===== src/rtl/led_mode_arbiter.sv =====
// led_mode_arbiter: shares the LED_DRIVER mode input between the alarm,
// heating and cooling requesters. Fixed priority alarm > heat > cool, a
// minimum hold time against flicker, and a drain delay that keeps the last
// mode on screen for a short time after every request has gone away.
//
// The owner register doubles as the LED output: it holds the displayed mode
// in HOLD, ACTIVE and DRAIN and is cleared to OFF in the OFF state.

module led_mode_arbiter #(
    parameter int CNT_W      = 16,
    parameter int MIN_HOLD   = 100,
    parameter int IDLE_DELAY = 50
) (
    input  logic       clk,
    input  logic       rst,
    input  logic       req_alarm,
    input  logic       req_heat,
    input  logic       req_cool,
    output logic [1:0] LED,
    output logic       gnt_alarm,
    output logic       gnt_heat,
    output logic       gnt_cool,
    output logic       mode_chg
);

    typedef enum logic [1:0] {
        ST_OFF,
        ST_HOLD,
        ST_ACTIVE,
        ST_DRAIN
    } state_t;

    localparam logic [1:0] MODE_OFF   = 2'b00;
    localparam logic [1:0] MODE_HEAT  = 2'b01;
    localparam logic [1:0] MODE_COOL  = 2'b10;
    localparam logic [1:0] MODE_ALARM = 2'b11;

    // HOLD hands over to ACTIVE one edge before the hold time ends, so the
    // ACTIVE re-evaluation lands exactly MIN_HOLD edges after the grant.
    // A hold of one cycle cannot be shorter than a single HOLD cycle.
    localparam logic [CNT_W-1:0] HOLD_LAST  = (MIN_HOLD >= 2) ? CNT_W'(MIN_HOLD - 2) : '0;
    localparam logic [CNT_W-1:0] DRAIN_LAST = CNT_W'(IDLE_DELAY - 1);
    localparam logic [CNT_W-1:0] CNT_MAX    = '1;

    state_t           state;
    state_t           state_nxt;
    logic [1:0]       owner;
    logic [1:0]       owner_nxt;
    logic [CNT_W-1:0] cnt;
    logic [CNT_W-1:0] cnt_nxt;
    logic [1:0]       winner;
    logic             grant_nxt;

    // Fixed-priority pick of the requester that would win right now.
    always_comb begin
        winner = MODE_OFF;
        if (req_alarm) begin
            winner = MODE_ALARM;
        end else if (req_heat) begin
            winner = MODE_HEAT;
        end else if (req_cool) begin
            winner = MODE_COOL;
        end
    end

    // Next state, next owner and dwell counter update.
    always_comb begin
        state_nxt = state;
        owner_nxt = owner;
        cnt_nxt   = cnt;
        unique case (state)
            ST_OFF: begin
                cnt_nxt   = '0;
                owner_nxt = MODE_OFF;
                if (winner != MODE_OFF) begin
                    owner_nxt = winner;
                    state_nxt = ST_HOLD;
                end
            end
            ST_HOLD: begin
                if (req_alarm && (owner != MODE_ALARM)) begin
                    owner_nxt = MODE_ALARM;
                    cnt_nxt   = '0;
                end else if (cnt >= HOLD_LAST) begin
                    state_nxt = ST_ACTIVE;
                    cnt_nxt   = '0;
                end else if (cnt != CNT_MAX) begin
                    cnt_nxt = cnt + 1'b1;
                end
            end
            ST_ACTIVE: begin
                cnt_nxt = '0;
                if (winner == MODE_OFF) begin
                    state_nxt = ST_DRAIN;
                end else if (winner != owner) begin
                    owner_nxt = winner;
                    state_nxt = ST_HOLD;
                end
            end
            ST_DRAIN: begin
                if (winner != MODE_OFF) begin
                    cnt_nxt = '0;
                    if (winner == owner) begin
                        state_nxt = ST_ACTIVE;
                    end else begin
                        owner_nxt = winner;
                        state_nxt = ST_HOLD;
                    end
                end else if (cnt >= DRAIN_LAST) begin
                    owner_nxt = MODE_OFF;
                    state_nxt = ST_OFF;
                    cnt_nxt   = '0;
                end else if (cnt != CNT_MAX) begin
                    cnt_nxt = cnt + 1'b1;
                end
            end
            default: begin
                state_nxt = ST_OFF;
                owner_nxt = MODE_OFF;
                cnt_nxt   = '0;
            end
        endcase
    end

    // Grants are only visible while the owner actually holds the display.
    always_comb begin
        grant_nxt = (state_nxt == ST_HOLD) || (state_nxt == ST_ACTIVE);
    end

    // State, owner and counter registers.
    always_ff @(posedge clk or posedge rst) begin
        if (rst) begin
            state <= ST_OFF;
            owner <= MODE_OFF;
            cnt   <= '0;
        end else begin
            state <= state_nxt;
            owner <= owner_nxt;
            cnt   <= cnt_nxt;
        end
    end

    // Registered grant lines and the mode-change pulse.
    always_ff @(posedge clk or posedge rst) begin
        if (rst) begin
            gnt_alarm <= 1'b0;
            gnt_heat  <= 1'b0;
            gnt_cool  <= 1'b0;
            mode_chg  <= 1'b0;
        end else begin
            gnt_alarm <= grant_nxt && (owner_nxt == MODE_ALARM);
            gnt_heat  <= grant_nxt && (owner_nxt == MODE_HEAT);
            gnt_cool  <= grant_nxt && (owner_nxt == MODE_COOL);
            mode_chg  <= (owner_nxt != owner);
        end
    end

    assign LED = owner;

endmodule


===== config.mk =====
export PLATFORM = sky130hd
export DESIGN_NAME = led_mode_arbiter
export DESIGN_NICKNAME = d
export VERILOG_FILES = /design/src/rtl/led_mode_arbiter.sv
export SDC_FILE = /design/constraint.sdc
export NUM_CORES = 1
export LEC_CHECK = 0
export ABC_AREA = 1
export CAP_MARGIN = 10
export CORE_AREA = 3 3 66 68
export CTS_CLUSTER_DIAMETER = 60
export DETAILED_ROUTE_END_ITERATION = 7
export DIE_AREA = 0 0 69 71
export GPL_ROUTABILITY_DRIVEN = 0
export PLACE_DENSITY = 0.54
export REMOVE_ABC_BUFFERS = 1
export SLEW_MARGIN = 20
export SYNTH_ARGS = -nofsm -noshare
export SYNTH_HDL_FRONTEND = slang
export SYNTH_SLANG_ARGS = --single-unit

===== constraint.sdc =====
create_clock -name clk -period 3.3 [get_ports clk]
set_input_delay 0.66 -clock clk [delete_from_list [all_inputs] [get_ports clk]]
set_output_delay 0.66 -clock clk [all_outputs]
set_load 0.03 [all_outputs]

==> impl_metrics.json, run 1 <==
{
  "power_per_standard_cell_area_nw_per_um2": 680,
  "final_net_count": 205,
  "worstPathCellList": "clkdlybuf4s50_1",
  "timing.setup.critical_path_class": "flip-flop to output port",
  "drt-vias-per-instance": 4.40,
  "antenna_violations_before_repair": 0,
  "seq_area_frac_synth_pct": 44.7,
  "tritonroute_pass_1_iters": 4,
  "cts_hold_buf": 0,
  "fin_max_slew_vios": 0,
  "finalPower_mw": 1.09,
  "top_level_ports": 11,
  "hold_path.class": "flip-flop to flip-flop",
  "synth_area_um2": 1340,
  "placeableCoreArea_um2": 3910,
  "setup_violations": 0,
  "postCtsResizedCells": 0,
  "netSwitchingFraction_pct": 39.0,
  "overflow": 0,
  "cts_setup_buffers": 0,
  "clock.fmax_mhz": 480,
  "cpMaxStageDelayCell": "clkdlybuf4s50_1",
  "route.antenna.remaining_nets": 0,
  "start_util_pct": 34.3,
  "clk_transition_reported_paths_ns": 0.08,
  "period_needed_ns": 2.08,
  "combinationalPowerShare_pct": 41.4,
  "pwr-share-seq_pct": 35.6,
  "final_hold_vio_count": 0,
  "syn-mean-instance-area_um2": 7.76,
  "port-buffer-count": 10,
  "clockBufferDepth": 2,
  "cts.sink_count": 24,
  "timing_worst_slew_pin_value_ns": 0.854,
  "tritoncts": "yes",
  "finish.utilization_pct": 41.0,
  "flow.area_growth_from_synthesis_pct": 19.7,
  "final_layout_size_suffix_gt1_share_pct": 15.9,
  "hold_path_depth": 1,
  "dp_hpwl_mm": 1.90,
  "final_min_period_over_clock_period_pct": 63.1,
  "power.share.clock_pct": 22.9,
  "drtIter0Drc": 36,
  "mostFrequentLayoutCells": "nand2_1, dfrtp_1, inv_1",
  "power.ir.vdd_worst_uv": 284,
  "routed_wire_length_per_instance_um": 9.65,
  "netlist_cell_types": 26,
  "reg2regPathDepth": 17,
  "antenna-diode-count": 0,
  "cts_root_buf": "clkbuf_8",
  "timing.critical_path.slowest_cell_delay_ns": 0.71,
  "clk-insertion-delay-late_ns": 0.26,
  "critical_path.max_fanout": 6,
  "vias": 1078,
  "route.detailed.drc": 0,
  "power_switching_mw": 0.426,
  "timing.critical_path.depth": 1,
  "die_ar_um2": 4900,
  "synthesis.yosys.warnings": 0,
  "critical-path-top-delay-family": "buffers and inverters",
  "layout_commonest_cell": "nand2_1",
  "clock_skew_ns": 0.00114,
  "cp_data_arrival_time_ns": 1.42,
  "max-slew-margin-rel_pct": 43.0,
  "cts-buffers-inserted": 3,
  "cts.htree.levels": 1,
  "power_leakage_nw": 0.792,
  "worstSetupEndpointType": "output port",
  "cp.required_ns": 2.64,
  "cp.buffers_inverters": 1,
  "grt_max_degree": 25,
  "placement_rows": 23,
  "setup_tns_ns": 0,
  "detail_route.wirelength_mm": 2.36,
  "first_pass_grt_wire_length_mm": 4.15,
  "cap_violations": 0,
  "internal_power_mw": 0.666,
  "grt_pass1_vias": 1006,
  "grt_util_all_layers_pct": 10.3,
  "floorplan.die.width_um": 69,
  "critPathLaunchType": "flip-flop",
  "dieHeight_um": 71,
  "synth_seq_cells": 24,
  "netlist_instances": 173,
  "outcome": "complete, no violations",
  "setup_repair_after_global_routing_missed_its_margin": "false"
}
through the flow:
stage          cell area (um^2)  hold WS [ns]  cells  setup WS (ns)
3_5_place_dp               1540         0.497    241          0.994
3_3_place_gp               1540         0.491    241           1.01
4_1_cts                    1610         0.509    245           1.21
6_report                   1610         0.500    245           1.22
5_1_grt                    1610         0.531    245           1.04
2_1_floorplan              1370         0.462    181           1.65
path summary, 6_finish.rpt:
kind,startpoint,to,slack [ns]
setup / recovery,LED[0]$_DFF_PP0_,LED[0],1.22
hold / removal,cnt[5]$_DFF_PP0_,cnt[5]$_DFF_PP0_,0.50
setup reg to reg,cnt[1]$_DFF_PP0_,mode_chg$_DFF_PP0_,1.48
hold reg to reg,cnt[5]$_DFF_PP0_,cnt[5]$_DFF_PP0_,0.50
max in group asynchronous,rst,gnt_alarm$_DFF_PP0_,1.91
min in group asynchronous,rst,cnt[12]$_DFF_PP0_,0.87
synthesized netlist by cell type:
master	number	area, um^2
nand2_1	44	165
dfrtp_1	24	601
inv_1	22	82.6
nor2_1	19	71.3
nand3_1	10	50.1
nand2_2	9	56.3
inv_2	6	22.5
a21oi_1	5	25.0
o21ai_1	5	25.0
ha_1	4	50.1
nand4_1	3	18.8
a211oi_2	2	25.0
clkinv_2	2	10.0
nand3_2	2	20.0
nor2_2	2	12.5
nor2_4	2	22.5
nor3_1	2	10.0
o21ai_0	2	10.0
a21oi_2	1	8.76
a31oi_1	1	6.26
conb_1	1	3.75
nand3b_1	1	7.51
nor3_4	1	16.3
o21a_1	1	7.51
or2_1	1	6.26
xor2_1	1	8.76
flip-flops by register name (all words and copies together), names as in the netlist:
signal / flops
LED: 2
cnt: 16
gnt_alarm: 1
gnt_cool: 1
gnt_heat: 1
mode_chg: 1
state: 2
routing by layer:
| layer | vias to the layer above | part of all wire (%) | global-route usage, % |
|---|---|---|---|
| met2 | 14 | 49 | 17.2 |
| li1 | 570 | - | - |
| met3 | 5 | 2.6 | 1.42 |
| met5 | - | 0 | 0 |
| met1 | 489 | 47 | 13.3 |
| met4 | 0 | 1.8 | 4.56 |
final cells by class:
class	count	area (um^2)
fill	407	2310
multi-input combinational	127	657
sequential	24	601
inverter	30	115
timing repair buffer	10	100
tap	50	62.6
clock buffer	3	41.3
clock inverter	1	30.0
power by group through the flow:
| stage | sequential [mW] | clock [mW] | combinational (mW) |
|---|---|---|---|
| 2_1_floorplan | 0.441 | 0 | 0.281 |
| 6_report | 0.389 | 0.250 | 0.452 |
| 3_3_place_gp | 0.395 | 0 | 0.449 |
| 4_1_cts | 0.389 | 0.258 | 0.458 |
| 3_5_place_dp | 0.395 | 0 | 0.454 |
| 5_1_grt | 0.396 | 0.275 | 0.521 |
kinds of logic after synthesis:
logic type                 synth area share (%)
DFF                                        44.7
and+or+nand+nor                            34.0
AOI/OAI and AO/OA                          8.01
buffers and inverters                      8.57
adders and majority gates                  3.73
other                                     0.279
xor gates and xnor gates                  0.652
(Power assumes the default switching activity.)
==> run 2: changes to the inputs <==
==> constraint.sdc (replaced) <==
create_clock -name clk -period 2.15 [get_ports clk]
set_input_delay 0.43 -clock clk [delete_from_list [all_inputs] [get_ports clk]]
set_output_delay 0.43 -clock clk [all_outputs]
set_load 0.03 [all_outputs]
==> impl_metrics.json, run 2 (synthesis results as in run 1) <==
{
  "outcome": "complete, no violations",
  "timing.critical_path.slowest_cell_delay_ns": 0.71,
  "timing.reg2reg.setup_slack_ns": 0.32,
  "cts-buffers-inserted": 3,
  "flow.area_growth_from_synthesis_pct": 21.3,
  "route.antenna.remaining_nets": 0,
  "clockBufferDepth": 2,
  "internal_power_mw": 1.03,
  "power_leakage_nw": 0.807,
  "top_level_ports": 11,
  "critical_path.max_fanout": 6,
  "cts.sink_count": 24,
  "first_pass_grt_wire_length_mm": 4.47,
  "r2r-end": "mode_chg$_DFF_PP0_",
  "clock.fmax_mhz": 537,
  "grt_max_degree": 25,
  "grt_pass1_vias": 1114,
  "setup_tns_ns": 0,
  "port-buffer-count": 10,
  "final_net_count": 208,
  "postCtsResizedCells": 0,
  "antenna-diode-count": 0,
  "post-route-worst-setup-slack_ns": 0.289,
  "power.share.clock_pct": 22.5,
  "tritonroute_pass_1_iters": 4,
  "grt_util_all_layers_pct": 11.2,
  "registers.top_by_ff_count": "cnt",
  "pwr-share-seq_pct": 35.4,
  "dieHeight_um": 71,
  "largest_register_ffs": 16,
  "cts.htree.levels": 1,
  "critPathLaunchType": "flip-flop",
  "crit-reg2reg-launch": "cnt[1]$_DFF_PP0_",
  "pre_cts_ws_ns": 0.0463,
  "clk-insertion-delay-late_ns": 0.26,
  "cts_hold_buf": 0,
  "cts_root_buf": "clkbuf_8",
  "cp.required_ns": 1.72,
  "worstPathCellList": "clkdlybuf4s50_1",
  "fin_max_slew_vios": 0,
  "start_util_pct": 34.3,
  "placement_rows": 23,
  "route.detailed.drc": 0,
  "final_min_period_over_clock_period_pct": 86.5,
  "hold_path.class": "input port to asynchronous set/reset pin",
  "final_hold_vio_count": 0,
  "combinationalPowerShare_pct": 42.1,
  "dp_hpwl_mm": 2.01,
  "power_per_standard_cell_area_nw_per_um2": 1040,
  "clock_skew_ns": 0.00196,
  "final_layout_size_suffix_gt1_share_pct": 17.2,
  "setup_violations": 0,
  "finalPower_mw": 1.69,
  "layout_commonest_cell": "nand2_1",
  "die_ar_um2": 4900,
  "cp_data_arrival_time_ns": 1.43,
  "placeableCoreArea_um2": 3910,
  "drtIter0Drc": 22,
  "drt-vias-per-instance": 4.44,
  "cp.buffers_inverters": 1,
  "cap_violations": 0,
  "reg2regPathDepth": 16,
  "setup_repair_after_global_routing_missed_its_margin": "false",
  "cpMaxStageDelayCell": "clkdlybuf4s50_1",
  "cts_setup_buffers": 0,
  "routed_wire_length_per_instance_um": 10.3,
  "antenna_violations_before_repair": 0,
  "power.ir.vdd_worst_uv": 480,
  "floorplan.die.width_um": 69,
  "overflow": 0,
  "netSwitchingFraction_pct": 39.3,
  "period_needed_ns": 1.86,
  "mostFrequentLayoutCells": "nand2_1, dfrtp_1, inv_1",
  "tritoncts": "yes",
  "detail_route.wirelength_mm": 2.55,
  "critical-path-top-delay-family": "buffers and inverters",
  "power_switching_mw": 0.664,
  "worstSetupEndpointType": "output port",
  "timing.setup.critical_path_class": "flip-flop to output port",
  "clk_transition_reported_paths_ns": 0.08,
  "vias": 1102
}
run 2: power by group through the flow:
| stage | Combinational [mW] | Sequential, mW | Clock [mW] |
|---|---|---|---|
| after floorplan | 0.432 | 0.676 | 0 |
| after global routing | 0.800 | 0.610 | 0.413 |
| after global placement | 0.693 | 0.604 | 0 |
| after CTS | 0.714 | 0.598 | 0.397 |
| after detailed placement | 0.714 | 0.606 | 0 |
| final | 0.711 | 0.597 | 0.380 |
run 2: metal layers:
| layer | GRT usage, % | up-vias | routed length (um) | part of all wire, % |
|---|---|---|---|---|
| li1 | - | 577 | - | - |
| met1 | 13.0 | 506 | 1160 | 45 |
| met2 | 20.0 | 14 | 1280 | 50 |
| met3 | 1.85 | 5 | 67 | 2.6 |
| met4 | 4.99 | 0 | 42 | 1.6 |
| met5 | 0 | - | 0 | 0 |
run 2: final cells by class:
| cell class | instances | area (um^2) |
|---|---|---|
| Tap cell | 50 | 62.6 |
| Timing Repair Buffer | 13 | 123 |
| Clock buffer | 3 | 41.3 |
| Fill cell | 409 | 2280 |
| Sequential cell | 24 | 601 |
| Inverter | 30 | 115 |
| Clock inverter | 1 | 30.0 |
| Multi-Input combinational cell | 127 | 657 |
run 2: worst max path at each step:
stage	from	to	slack [ns]	cells after the start
global placement	req_alarm	gnt_alarm$_DFF_PP0_	0.13	12
CTS	LED[0]$_DFF_PP0_	LED[0]	0.28	1
floorplan	cnt[1]$_DFF_PP0_	mode_chg$_DFF_PP0_	0.53	17
finish	LED[0]$_DFF_PP0_	LED[0]	0.29	1
global route	cnt[1]$_DFF_PP0_	mode_chg$_DFF_PP0_	0.13	17
detailed placement	req_alarm	gnt_alarm$_DFF_PP0_	0.05	12
run 2: through the flow:
| step | utilization [%] | area [um^2] | hold WS [ns] | std cells |
|---|---|---|---|---|
| finish | 41.6 | 1630 | 0.505 | 248 |
| global route | 41.6 | 1630 | 0.533 | 248 |
| CTS | 41.6 | 1630 | 0.512 | 248 |
| detailed placement | 39.8 | 1560 | 0.502 | 244 |
| global placement | 39.8 | 1560 | 0.489 | 244 |
| floorplan | - | 1370 | 0.445 | 181 |
==> run 3: changes to the inputs <==
--- a/config.mk
+++ b/config.mk
@@ -7,12 +7,12 @@
 export LEC_CHECK = 0
 export ABC_AREA = 1
 export CAP_MARGIN = 10
-export CORE_AREA = 3 3 66 68
+export CORE_AREA = 3 3 53 55
 export CTS_CLUSTER_DIAMETER = 60
 export DETAILED_ROUTE_END_ITERATION = 7
-export DIE_AREA = 0 0 69 71
+export DIE_AREA = 0 0 56 58
 export GPL_ROUTABILITY_DRIVEN = 0
-export PLACE_DENSITY = 0.54
+export PLACE_DENSITY = 0.78
 export REMOVE_ABC_BUFFERS = 1
 export SLEW_MARGIN = 20
 export SYNTH_ARGS = -nofsm -noshare
==> impl_metrics.json, run 3 (synthesis results as in run 1) <==
{
  "tritoncts": "yes",
  "layout.area.seq_um2": 601,
  "setup_repair_after_global_routing_missed_its_margin": "false",
  "power_per_standard_cell_area_nw_per_um2": 969,
  "critPathLaunchType": "flip-flop",
  "finalPower_mw": 1.52,
  "reg2regPathDepth": 10,
  "flow.area_growth_from_synthesis_pct": 16.9,
  "routed_wire_length_per_instance_um": 10.3,
  "layoutNonFillerInstCount": 228,
  "setup_violations": 0,
  "registers.top_by_ff_count": "cnt",
  "mostFrequentLayoutCells": "nand2_1, dfrtp_1, inv_1",
  "final_hold_vio_count": 0,
  "grt_max_degree": 25,
  "setup_tns_ns": 0,
  "clockBufferDepth": 2,
  "detail_route.wirelength_mm": 2.35,
  "fin_max_slew_vios": 0,
  "layout_commonest_cell": "nand2_1",
  "critical-path-top-delay-family": "buffers and inverters",
  "worstPathCellList": "clkdlybuf4s50_1",
  "worstSetupEndpointType": "output port",
  "port-buffer-count": 10,
  "cp-startpoint": "LED[0]$_DFF_PP0_",
  "clock.fmax_mhz": 525,
  "cts-buffers-inserted": 3,
  "cpMaxStageDelayCell": "clkdlybuf4s50_1",
  "top_level_ports": 11,
  "die_ar_um2": 3250,
  "vias": 1079,
  "clk-insertion-delay-late_ns": 0.30,
  "final_layout_size_suffix_gt1_share_pct": 17.2,
  "cp_data_arrival_time_ns": 1.48,
  "timing.critical_path.slowest_cell_delay_ns": 0.71,
  "dieHeight_um": 58,
  "outcome": "complete, no violations",
  "post-route-worst-setup-slack_ns": 0.244,
  "drt-vias-per-instance": 4.73,
  "cp.buffers_inverters": 1,
  "cap_violations": 0,
  "start_util_pct": 55.2,
  "tritonroute_pass_1_iters": 4,
  "cts_root_buf": "clkbuf_4",
  "timing.setup.critical_path_class": "flip-flop to output port",
  "route.detailed.drc": 0,
  "drtIter0Drc": 34,
  "antenna_violations_before_repair": 0,
  "first_pass_grt_wire_length_mm": 4.08,
  "antenna-diode-count": 0,
  "cts.sink_count": 24,
  "overflow": 0,
  "power.ir.vdd_worst_uv": 768,
  "postPlaceCellArea_um2": 1530,
  "placement_rows": 18,
  "grt_pass1_vias": 1030,
  "hold_path.class": "input port to asynchronous set/reset pin",
  "period_needed_ns": 1.91,
  "dp.cells": 224,
  "dp_hpwl_mm": 1.89,
  "cp.required_ns": 1.72,
  "placeableCoreArea_um2": 2430,
  "clk_transition_reported_paths_ns": 0.11,
  "clock_skew_ns": 0.00362,
  "finalInstanceArea_um2": 1570,
  "cts.htree.levels": 1,
  "postCtsResizedCells": 0,
  "holdWs_ns": 0.462,
  "route.antenna.remaining_nets": 0,
  "filler_cells_inserted": 209,
  "floorplan.die.width_um": 56,
  "multi_input_comb_area_um2": 657,
  "cts_hold_buf": 0,
  "timing.reg2reg.setup_slack_ns": 0.26,
  "grt_util_all_layers_pct": 15.4,
  "cts_setup_buffers": 0,
  "largest_register_ffs": 16,
  "final_min_period_over_clock_period_pct": 88.7,
  "pre_cts_ws_ns": 0.0370,
  "crit-reg2reg-launch": "cnt[0]$_DFF_PP0_",
  "final_net_count": 208,
  "r2r-end": "cnt[5]$_DFF_PP0_",
  "finish.utilization_pct": 64.5,
  "power_leakage_nw": 0.793,
  "critical_path.max_fanout": 6
}
run 3: cell count changes in the layout (fill, tap and decap cells not counted), sizes merged:
| cell | before | now |
|---|---|---|
| bufinv | 1 | 0 |
| clkbuf | 3 | 4 |
run 3: tightest hold or removal path: stages:
cell             delay (ns)
clkdlybuf4s50_1        0.40
inv_1                  0.05
buf_4                  0.28
run 3: layout make-up:
| class | instances | share of cell area, % |
|---|---|---|
| multi-input combinational | 127 | 41.9 |
| tap | 30 | 2.39 |
| inverter | 30 | 7.34 |
| timing repair buffer | 13 | 7.82 |
| sequential | 24 | 38.3 |
| clock buffer | 4 | 2.31 |
run 3: how the worst max path moves through the flow:
stage	cells after the start	slack (ns)	to
floorplan	17	0.53	mode_chg$_DFF_PP0_
global placement	12	0.13	gnt_cool$_DFF_PP0_
detailed placement	12	0.04	gnt_heat$_DFF_PP0_
CTS	1	0.24	LED[0]
global route	10	0.08	cnt[5]$_DFF_PP0_
finish	1	0.24	LED[0]
run 3: routing by layer:
| layer | track usage, % | vias up | routed length, um |
|---|---|---|---|
| met1 | 19.3 | 482 | 1100 |
| met3 | 1.34 | 3 | 48 |
| li1 | - | 578 | - |
| met5 | 0 | - | 0 |
| met4 | 3.05 | 0 | 21 |
| met2 | 29.0 | 16 | 1170 |
run 3: power breakdown:
part | total [mW] | switching [mW] | leakage (nW) | internal (mW)
sequential | 0.597 | 0.0714 | 0.298 | 0.526
clock | 0.221 | 0.118 | 0.0210 | 0.103
combinational | 0.702 | 0.450 | 0.473 | 0.251
total | 1.52 | 0.640 | 0.793 | 0.880
